**config.mk**
```make
export PLATFORM = sky130hd
export DESIGN_NAME = cbd_coeff_streamer_flat
export DESIGN_NICKNAME = d
export VERILOG_FILES = /design/src/rtl/cbd_coeff_streamer_if.sv /design/src/rtl/cbd_coeff_streamer.sv /design/src/flat_wrapper.sv
export SDC_FILE = /design/constraint.sdc
export NUM_CORES = 2
export LEC_CHECK = 0
export ABC_AREA = 0
export CAP_MARGIN = 20
export CORE_AREA = 2 2 408 410
export CTS_CLUSTER_DIAMETER = 120
export DETAILED_ROUTE_END_ITERATION = 7
export DIE_AREA = 0 0 410 412
export HOLD_SLACK_MARGIN = 0.08
export PLACE_DENSITY = 0.47
export SYNTH_ARGS = -nofsm -noshare
export SYNTH_HDL_FRONTEND = slang
export SYNTH_SLANG_ARGS = --single-unit
```
**constraint.sdc**
```tcl
create_clock -name clk -period 4.46 [get_ports clk]
set_input_delay 0.892 -clock clk [delete_from_list [all_inputs] [get_ports clk]]
set_output_delay 0.892 -clock clk [all_outputs]
set_load 0.03 [all_outputs]
```
**src/rtl/cbd_coeff_streamer_if.sv**
```systemverilog
// Valid/ready bundle between the CBD sampler, the coefficient streamer and the NTT / poly-add datapath.
// The slave modport is the streamer's view; the master modport is the view of whatever surrounds it.
interface cbd_coeff_streamer_if #(
  parameter int N      = 256,
  parameter int CIN_W  = 4,
  parameter int COUT_W = 12,
  parameter int LANES  = 1
);
  logic                    in_valid;
  logic                    in_ready;
  logic [N*CIN_W-1:0]      poly_in;
  logic [2:0]              in_id;
  logic                    out_valid;
  logic                    out_ready;
  logic [LANES*COUT_W-1:0] out_coeff;
  logic [7:0]              out_index;
  logic                    out_last;
  logic [2:0]              out_id;

  modport slave (
    input  in_valid, poly_in, in_id, out_ready,
    output in_ready, out_valid, out_coeff, out_index, out_last, out_id
  );

  modport master (
    output in_valid, poly_in, in_id, out_ready,
    input  in_ready, out_valid, out_coeff, out_index, out_last, out_id
  );
endinterface

```
**src/rtl/cbd_coeff_streamer.sv**
```systemverilog
// Holds one packed CBD noise polynomial and streams its coefficients, reduced to canonical
// residues mod Q, in index order; a new polynomial can be taken on the last beat of the previous one.
module cbd_coeff_streamer #(
  parameter int N      = 256,
  parameter int CIN_W  = 4,
  parameter int COUT_W = 12,
  parameter int Q      = 3329,
  parameter int LANES  = 1
) (
  input  logic                 clk,
  input  logic                 rst,
  cbd_coeff_streamer_if.slave  bus,
  output logic                 busy,
  output logic                 err_range
);

  typedef enum logic [0:0] {
    IDLE,
    STREAM
  } state_t;

  state_t                  state;
  state_t                  state_next;

  logic [N*CIN_W-1:0]      hold;
  logic [LANES*COUT_W-1:0] coeff_q;
  logic [7:0]              index_q;
  logic                    last_q;
  logic [2:0]              id_q;
  logic                    oor_q;

  logic                    xfer;
  logic                    capture;
  logic                    advance;
  logic [N*CIN_W-1:0]      src;
  logic [7:0]              base;
  logic [LANES*COUT_W-1:0] beat_coeff;
  logic                    beat_oor;

  // Negative coefficients wrap to Q + c; the sign extension to COUT_W makes the add modular.
  function automatic logic [COUT_W-1:0] to_residue(input logic [CIN_W-1:0] c);
    logic [COUT_W-1:0] cext;
    cext = {{(COUT_W-CIN_W){c[CIN_W-1]}}, c};
    return c[CIN_W-1] ? (COUT_W'(Q) + cext) : cext;
  endfunction

  function automatic logic out_of_range(input logic [CIN_W-1:0] c);
    int v;
    v = int'($signed(c));
    return (v > 2) || (v < -2);
  endfunction

  assign xfer = (state == STREAM) && bus.out_ready;

  always_ff @(posedge clk) begin
    if (rst) state <= IDLE;
    else     state <= state_next;
  end

  always_comb begin
    state_next   = state;
    capture      = 1'b0;
    advance      = 1'b0;
    bus.in_ready = 1'b0;
    case (state)
      IDLE: begin
        bus.in_ready = 1'b1;
        if (bus.in_valid) begin
          capture    = 1'b1;
          state_next = STREAM;
        end
      end
      STREAM: begin
        if (xfer) begin
          if (last_q) begin
            bus.in_ready = 1'b1;
            if (bus.in_valid) capture    = 1'b1;
            else              state_next = IDLE;
          end else begin
            advance = 1'b1;
          end
        end
      end
      default: state_next = IDLE;
    endcase
  end

  // Next beat comes from the incoming poly on a capture, otherwise from the held copy.
  always_comb begin
    src        = capture ? bus.poly_in : hold;
    base       = capture ? 8'd0 : (index_q + 8'(LANES));
    beat_coeff = '0;
    beat_oor   = 1'b0;
    for (int k = 0; k < LANES; k++) begin
      logic [7:0] li;
      li = base + 8'(k);
      beat_coeff[k*COUT_W +: COUT_W] = to_residue(src[li*CIN_W +: CIN_W]);
      beat_oor = beat_oor | out_of_range(src[li*CIN_W +: CIN_W]);
    end
  end

  always_ff @(posedge clk) begin
    if (rst) begin
      hold      <= '0;
      coeff_q   <= '0;
      index_q   <= '0;
      last_q    <= 1'b0;
      id_q      <= '0;
      oor_q     <= 1'b0;
      err_range <= 1'b0;
    end else begin
      if (xfer && oor_q) err_range <= 1'b1;
      if (capture) begin
        hold <= bus.poly_in;
        id_q <= bus.in_id;
      end
      if (capture || advance) begin
        coeff_q <= beat_coeff;
        index_q <= base;
        last_q  <= (base == 8'(N - LANES));
        oor_q   <= beat_oor;
      end
    end
  end

  assign bus.out_valid = (state == STREAM);
  assign bus.out_coeff = coeff_q;
  assign bus.out_index = index_q;
  assign bus.out_last  = last_q;
  assign bus.out_id    = id_q;
  assign busy          = (state == STREAM);

endmodule

```
**src/flat_wrapper.sv**
```systemverilog
// flat-port wrapper written by rule: the top's interface ports become plain ports
module cbd_coeff_streamer_flat 
#(
  parameter int N      = 256,
  parameter int CIN_W  = 4,
  parameter int COUT_W = 12,
  parameter int Q      = 3329,
  parameter int LANES  = 1
)
  (clk, rst, busy, err_range, bus_in_valid, bus_poly_in, bus_in_id, bus_out_ready, bus_in_ready, bus_out_valid, bus_out_coeff, bus_out_index, bus_out_last, bus_out_id);
  cbd_coeff_streamer_if #(.N(N), .CIN_W(CIN_W), .COUT_W(COUT_W), .LANES(LANES)) bus_i ();
  input  logic clk;
  input  logic rst;
  output logic busy;
  output logic err_range;
  input wire logic [$bits(bus_i.in_valid)-1:0] bus_in_valid;
  input wire logic [$bits(bus_i.poly_in)-1:0] bus_poly_in;
  input wire logic [$bits(bus_i.in_id)-1:0] bus_in_id;
  input wire logic [$bits(bus_i.out_ready)-1:0] bus_out_ready;
  output wire logic [$bits(bus_i.in_ready)-1:0] bus_in_ready;
  output wire logic [$bits(bus_i.out_valid)-1:0] bus_out_valid;
  output wire logic [$bits(bus_i.out_coeff)-1:0] bus_out_coeff;
  output wire logic [$bits(bus_i.out_index)-1:0] bus_out_index;
  output wire logic [$bits(bus_i.out_last)-1:0] bus_out_last;
  output wire logic [$bits(bus_i.out_id)-1:0] bus_out_id;
  assign bus_i.in_valid = bus_in_valid;
  assign bus_i.poly_in = bus_poly_in;
  assign bus_i.in_id = bus_in_id;
  assign bus_i.out_ready = bus_out_ready;
  assign bus_in_ready = bus_i.in_ready;
  assign bus_out_valid = bus_i.out_valid;
  assign bus_out_coeff = bus_i.out_coeff;
  assign bus_out_index = bus_i.out_index;
  assign bus_out_last = bus_i.out_last;
  assign bus_out_id = bus_i.out_id;
  cbd_coeff_streamer #(.N(N), .CIN_W(CIN_W), .COUT_W(COUT_W), .Q(Q), .LANES(LANES)) u_core (.clk(clk), .rst(rst), .bus(bus_i), .busy(busy), .err_range(err_range));
endmodule
```
## After elaboration in Yosys (flattened, before gate mapping)

Cells that the tools add are included.
W data, S select, Z words.

- Add/sub/neg operators: 2
- $lt $le $gt $ge: 2
- Eq/ne operators: 1
- Shift-type cells: 1
- Mux-type cells: 16
- Bitwise gates (word level): 1
- Reductions and logical operators: 4

Operators with widths:

| cell | number |
|---|---|
| $mux W1024 | 1 |
| $shiftx A1024 B11 Y4 | 1 |
| $add A11 B4 Y12 const A | 1 |
| $mux W12 | 1 |
| $mux W1 | 10 |
| $add A8 B1 Y8 const B | 1 |
| $eq A8 B8 Y1 const B | 1 |
| $mux W8 | 1 |
| $pmux W1 S2 | 3 |
| $gt A4 B3 Y1 const B | 1 |
| $lt A4 B2 Y1 const B | 1 |
| $logic_and A1 B1 Y1 | 2 |
| $logic_or A1 B1 Y1 | 2 |
| $not A1 Y1 | 1 |

- Bits in registers: 1,051
- Input bits: 1,031
- Logic and storage cells: 35

## Logic depth before layout (Yosys ltp)

- Depth in word-level cells: 8
- Gate-level depth with buffers: 19
- Mapped depth without buffers: 15

## Least setup slack after synthesis

OpenSTA, ideal clock, no wires.

- Kind: register to register
- Start: reg u_core.index_q[0], in the netlist u_core.bus.out_index[0]
- End: reg u_core.coeff_q[4], in the netlist u_core.bus.out_coeff[4]
- Data arrival time: 3.796 ns
- Data required time: 4.401 ns
- Slack: 0.605 ns
- Stages on the path, launching flop included: 17
- Path buffers: 4
- Path through: dfxtp_1 ha_1 xor2_2 buf_2 buf_4 buf_2 buf_2 mux4_2 a22oi_1 nand4_1 a221oi_2 inv_1 ha_1 inv_1 nor2_1 or4_1 nand2_1

- Word-level cells in the longest chain between the ends: 5

Ends and longest elaborated chain:

| item | RTL line | text |
|---|---|---|
| from (decl) | cbd_coeff_streamer.sv:27 | `logic [7:0] index_q;` |
| from (signal assigned) | cbd_coeff_streamer.sv:119 | `index_q <= base;` |
| $add A8 B1 Y8 (*) | cbd_coeff_streamer.sv:91 | `base = capture ? 8'd0 : (index_q + 8'(LANES));` |
| $mux W8 (*) | cbd_coeff_streamer.sv:91 |  |
| $shiftx A1024 B11 Y4 (*) | cbd_coeff_streamer.sv:97 | `beat_coeff[k*COUT_W +: COUT_W] = to_residue(src[li*CIN_W +: CIN_W]);` |
| $add A11 B4 Y12 | cbd_coeff_streamer.sv:44 | `return c[CIN_W-1] ? (COUT_W'(Q) + cext) : cext;` |
| $mux W12 (*) | cbd_coeff_streamer.sv:44 |  |
| to (signal assigned) | cbd_coeff_streamer.sv:118 | `coeff_q <= beat_coeff;` |
| to (decl) | cbd_coeff_streamer.sv:26 | `logic [LANES*COUT_W-1:0] coeff_q;` |

Every way passes the cells marked *; elsewhere a longest branch is shown, timed or not.
A chain may end at the register's enable or synchronous reset.

## Worst setup path after layout

- Start: reg u_core.index_q[0], in the netlist u_core.bus.out_index[0]
- End: reg u_core.oor_q

- Word-level cells in the longest chain between the ends: 5

Ends and longest elaborated chain:

| item | RTL line | text |
|---|---|---|
| $add A8 B1 Y8 (*) | cbd_coeff_streamer.sv:91 |  |
| $mux W8 (*) | cbd_coeff_streamer.sv:91 |  |
| $shiftx A1024 B11 Y4 (*) | cbd_coeff_streamer.sv:98 | `beat_oor = beat_oor \| out_of_range(src[li*CIN_W +: CIN_W]);` |
| $gt A4 B3 Y1 / $lt A4 B2 Y1 (equally long branches) | cbd_coeff_streamer.sv:50 | `return (v > 2) \|\| (v < -2);` |
| $logic_or A1 B1 Y1 (*) | cbd_coeff_streamer.sv:50 |  |
| to (signal assigned) | cbd_coeff_streamer.sv:121 | `oor_q <= beat_oor;` |
| to (decl) | cbd_coeff_streamer.sv:30 | `logic oor_q;` |

Marks and branches as above.

==> run metrics <==
status=finished, final reports clean; count leader, synth=nand2_1; placed cells=8,865; die area=169,000 µm²; die width=410 µm; largest net degree at the start of global routing=206; antenna-violating nets left=0; Synth Area per Inst=7.88 µm²; largest family of logic cells by synthesized area=simple AND/OR/NAND/NOR gates; FMAX=0.231 GHz; Sw Ratio=27.0%; Post-Syn Area=45,400 µm²; Critical Path RT=5.07 ns; CP max stage delay=0.52 ns; PortBufs=1,057; core area=between 150,000 and 200,000 µm²; post-synth cell types=82; Ys Warns=0; final cell count without fillers=9,160; crit path DAT=4.94 ns; Hold Fails Final Rpt=0; Initial DRT Pass Iterations=6; Final Skew=about 0.022 ns; CTS tree=built; adder-cell area share of the yosys netlist=0.110%; top post-synthesis cells by area=dfxtp_1 (46%), nand2_1 (19%), a21oi_1 (12%), mux4_2 (7.2%), clkbuf_1 (2.9%); Vias/cell=between 5 and 6; NumNets Final=7,859; final setup vio count=0; CP most frequent cell=buf_4; P_int=18.1 mW; cells along the critical path=ha_4 -> buf_12 -> xnor2_4 -> buf_12 -> buf_4 -> mux2i_1 -> o22ai_1 -> and3_1 -> a211oi_1 -> buf_4 -> a22oi_1 -> buf_4 -> nand4_1 -> nor2_1 -> ha_1 -> nor2_1 -> o211a_1 -> nor3_1; Top delay family on crit path=compound AO/OA/AOI/OAI gates; CTS buffer count=130; Initial Util=~28%; RePlAce Congestion=slightly above 0.9; die height=412 µm; GRT Total Usage=roughly 29%; Commonest cells post-synth=nand2_1 (2,314), a21oi_1 (1,088), dfxtp_1 (1,048), clkbuf_1 (354), mux4_2 (146); Slew Limit Fails=0; Synth area leader=dfxtp_1; Synth Area in XOR/XNOR=0.375%; WHS=~0.45 ns; cell count after synthesis=just under 6,000; Longest Clk Path Bufs=3; vias in the first global route=45,500; combinational share of power=14.6%; drc violations=0; Max-cap violations=0; Root Buffer=clkbuf_16; Skew-Pair Late Insertion Delay=0.76 ns; switching power=6.69 mW; slowest CP cell=o22ai_1; first-pass GRT wire length=349 mm; FFs w/ async S/R, synth=0%; Multi-input gate area=22,700 µm²; gr ovfl total=0; Site Rows=149; register area=about 21,000 µm²; Max VDD drop=0.361 mV; area grow syn2layout=43.0%; post-DP HPWL=197 mm; crit path max fanout=26; vias=around 47,000; final wirelength=between 200 and 300 mm; Max transition margin=24.6%; Clk pwr share=44.2%; Tcrit/Tclk final=97.2%; RSZ-0062 raised after global routing=false; Synth Area in Compound Gates=around 17%; Leak=23.7 nW; fillers=17,100; Pwr Density=about 380 nW/µm²; DR WL/cell=27.8 µm; initial antenna violation count=104; clock transition at the registers of the reported paths=roughly 0.060 ns; I/O Pins=1,059; mux cell area share after synthesis=9.77%; sequential share of power=41.2%; Syn Nets=6,796; starting DRC count in detailed routing=4,300; sequential share of the synthesized area=46.2%; CP Capture Type=register; worst-margin pin slew=1.13 ns; share of layout cells above drive strength 1=11.4%; CTS H-tree depth=4; post-synth top area share=between 40% and 50%; CP bufs+invs=5; Post-Synth Simple-Gate Area=22.1%; Final min period=4.34 ns; Worst R2R Setup Slack=0.12 ns; CP startpoint kind=register; ys flop type=dfxtp_1; number of flops mapped to enable cells by yosys=0; Worst Hold Class=register to register; TritonCTS Sinks=1,048; Yosys reg bits=1,048; Setup Crit Path Kind=register to register
==> repair_timing <==
| action | in CTS | in global routing |
|---|---|---|
| setup buffers | 7 | 8 |
| endpoints found under the setup margin | 4 | 5 |
| resized for setup | 2 | 15 |
| hold buffers | 0 | 0 |
| gates cloned | 0 | 1 |
| pin swaps | 2 | 1 |
==> cell families (layout without fill, tap and decap cells) <==
family	after synthesis	count (layout)
buf+inv	490	1657
compound gates	1376	1376
simple gates	2567	2567
fa+ha+maj	4	4
other cells	1	44
flops	1048	1048
mux	259	259
xor+xnor	16	16
==> sequential cells by signal (all words and copies together), names as in the netlist <==
| register | count |
|---|---|
| u_core.bus.out_id | 3 |
| u_core.bus.out_index | 8 |
| u_core.bus.out_valid | 1 |
| u_core.bus.out_coeff | 9 |
| u_core.err_range | 1 |
| u_core.bus.out_last | 1 |
| u_core.oor_q | 1 |
| u_core.hold | 1024 |
==> area by class of cell <==
type	instances	area share, %
Multi-Input combinational cell	4223	35.0
Sequential cell	1048	32.3
Timing Repair Buffer	1410	21.4
Clock buffer	194	6.06
Tap cell	2189	4.22
Clock inverter	42	0.735
Antenna cell	43	0.166
Inverter	11	0.0829
==> placed cells by master, fill, tap and decap left out, types with 7 or more instances in the layout <==
| master | n |
|---|---|
| a32oi_1 | 26 |
| mux2i_1 | 97 |
| bufinv_16 | 7 |
| and3_1 | 11 |
| nand2_1 | 2312 |
| clkbuf_8 | 31 |
| clkbuf_16 | 137 |
| o22ai_1 | 30 |
| nor2_1 | 63 |
| clkdlybuf4s50_1 | 1054 |
| clkbuf_1 | 27 |
| diode_2 | 43 |
| xnor2_1 | 7 |
| nor2_4 | 7 |
| a21oi_1 | 1079 |
| nand4_1 | 19 |
| o21ai_0 | 43 |
| nand3_1 | 77 |
| clkinv_2 | 22 |
| o221ai_1 | 14 |
| a31oi_1 | 24 |
| nor3_1 | 26 |
| a22oi_1 | 7 |
| a21oi_4 | 9 |
| a211oi_1 | 12 |
| o211ai_1 | 16 |
| mux4_2 | 146 |
| buf_12 | 51 |
| o21ai_4 | 7 |
| a311oi_1 | 9 |
| mux2_2 | 12 |
| o2111ai_1 | 11 |
| dfxtp_1 | 1045 |
| buf_4 | 300 |
==> per-layer routing <==
| metal | wire (µm) | share of wire, % | track usage [%] |
|---|---|---|---|
| met5 | 617 | 0.24 | 0 |
| met4 | 9090 | 3.6 | 9.50 |
| met3 | 19800 | 7.8 | 7.69 |
| met2 | 122000 | 48 | 49.2 |
| met1 | 103000 | 41 | 35.3 |
==> through the flow <==
| step | TNS, ns | utilization, % | area, µm² | worst slack, ns | total power [mW] |
|---|---|---|---|---|---|
| floorplan | 0 | - | 45400 | 0.605 | 11.8 |
| global placement | -3.13 | 36.6 | 60100 | -0.630 | 14.0 |
| detailed placement | -4.68 | 36.6 | 60100 | -0.608 | 14.0 |
| CTS | 0 | 39.3 | 64600 | 0.00151 | 25.0 |
| global route | 0 | 39.5 | 64800 | 0.00784 | 25.7 |
| finish | 0 | 39.5 | 64900 | 0.123 | 24.8 |
==> power groups by stage <==
stage / Clock, mW / Sequential, mW / Combinational (mW)
finish: 11.0 / 10.2 / 3.61
global route: 11.5 / 10.3 / 3.86
CTS: 11.2 / 10.2 / 3.62
detailed placement: 0 / 10.4 / 3.60
global placement: 0 / 10.4 / 3.60
floorplan: 0 / 10.3 / 1.54
==> worst paths after layout <==
kind,start,to,cells past startpoint
max reg2reg,u_core.bus.out_index[0],u_core.oor_q,18
min reg2reg,u_core.hold[648],u_core.hold[648],2
max,u_core.bus.out_index[0],u_core.oor_q,18
min,u_core.hold[648],u_core.hold[648],2
==> worst reg2reg max path, delay by kind of cell, from the launching register on <==
| family | cells | cell delay [ns] |
|---|---|---|
| compound gates | 4 | 1.12 |
| xor+xnor | 1 | 0.25 |
| fa+ha+maj | 2 | 0.45 |
| buf+inv | 5 | 1.05 |
| flops | 1 | 0.42 |
| mux | 1 | 0.11 |
| simple gates | 5 | 0.77 |
Power figures use the tool's default switching activity.
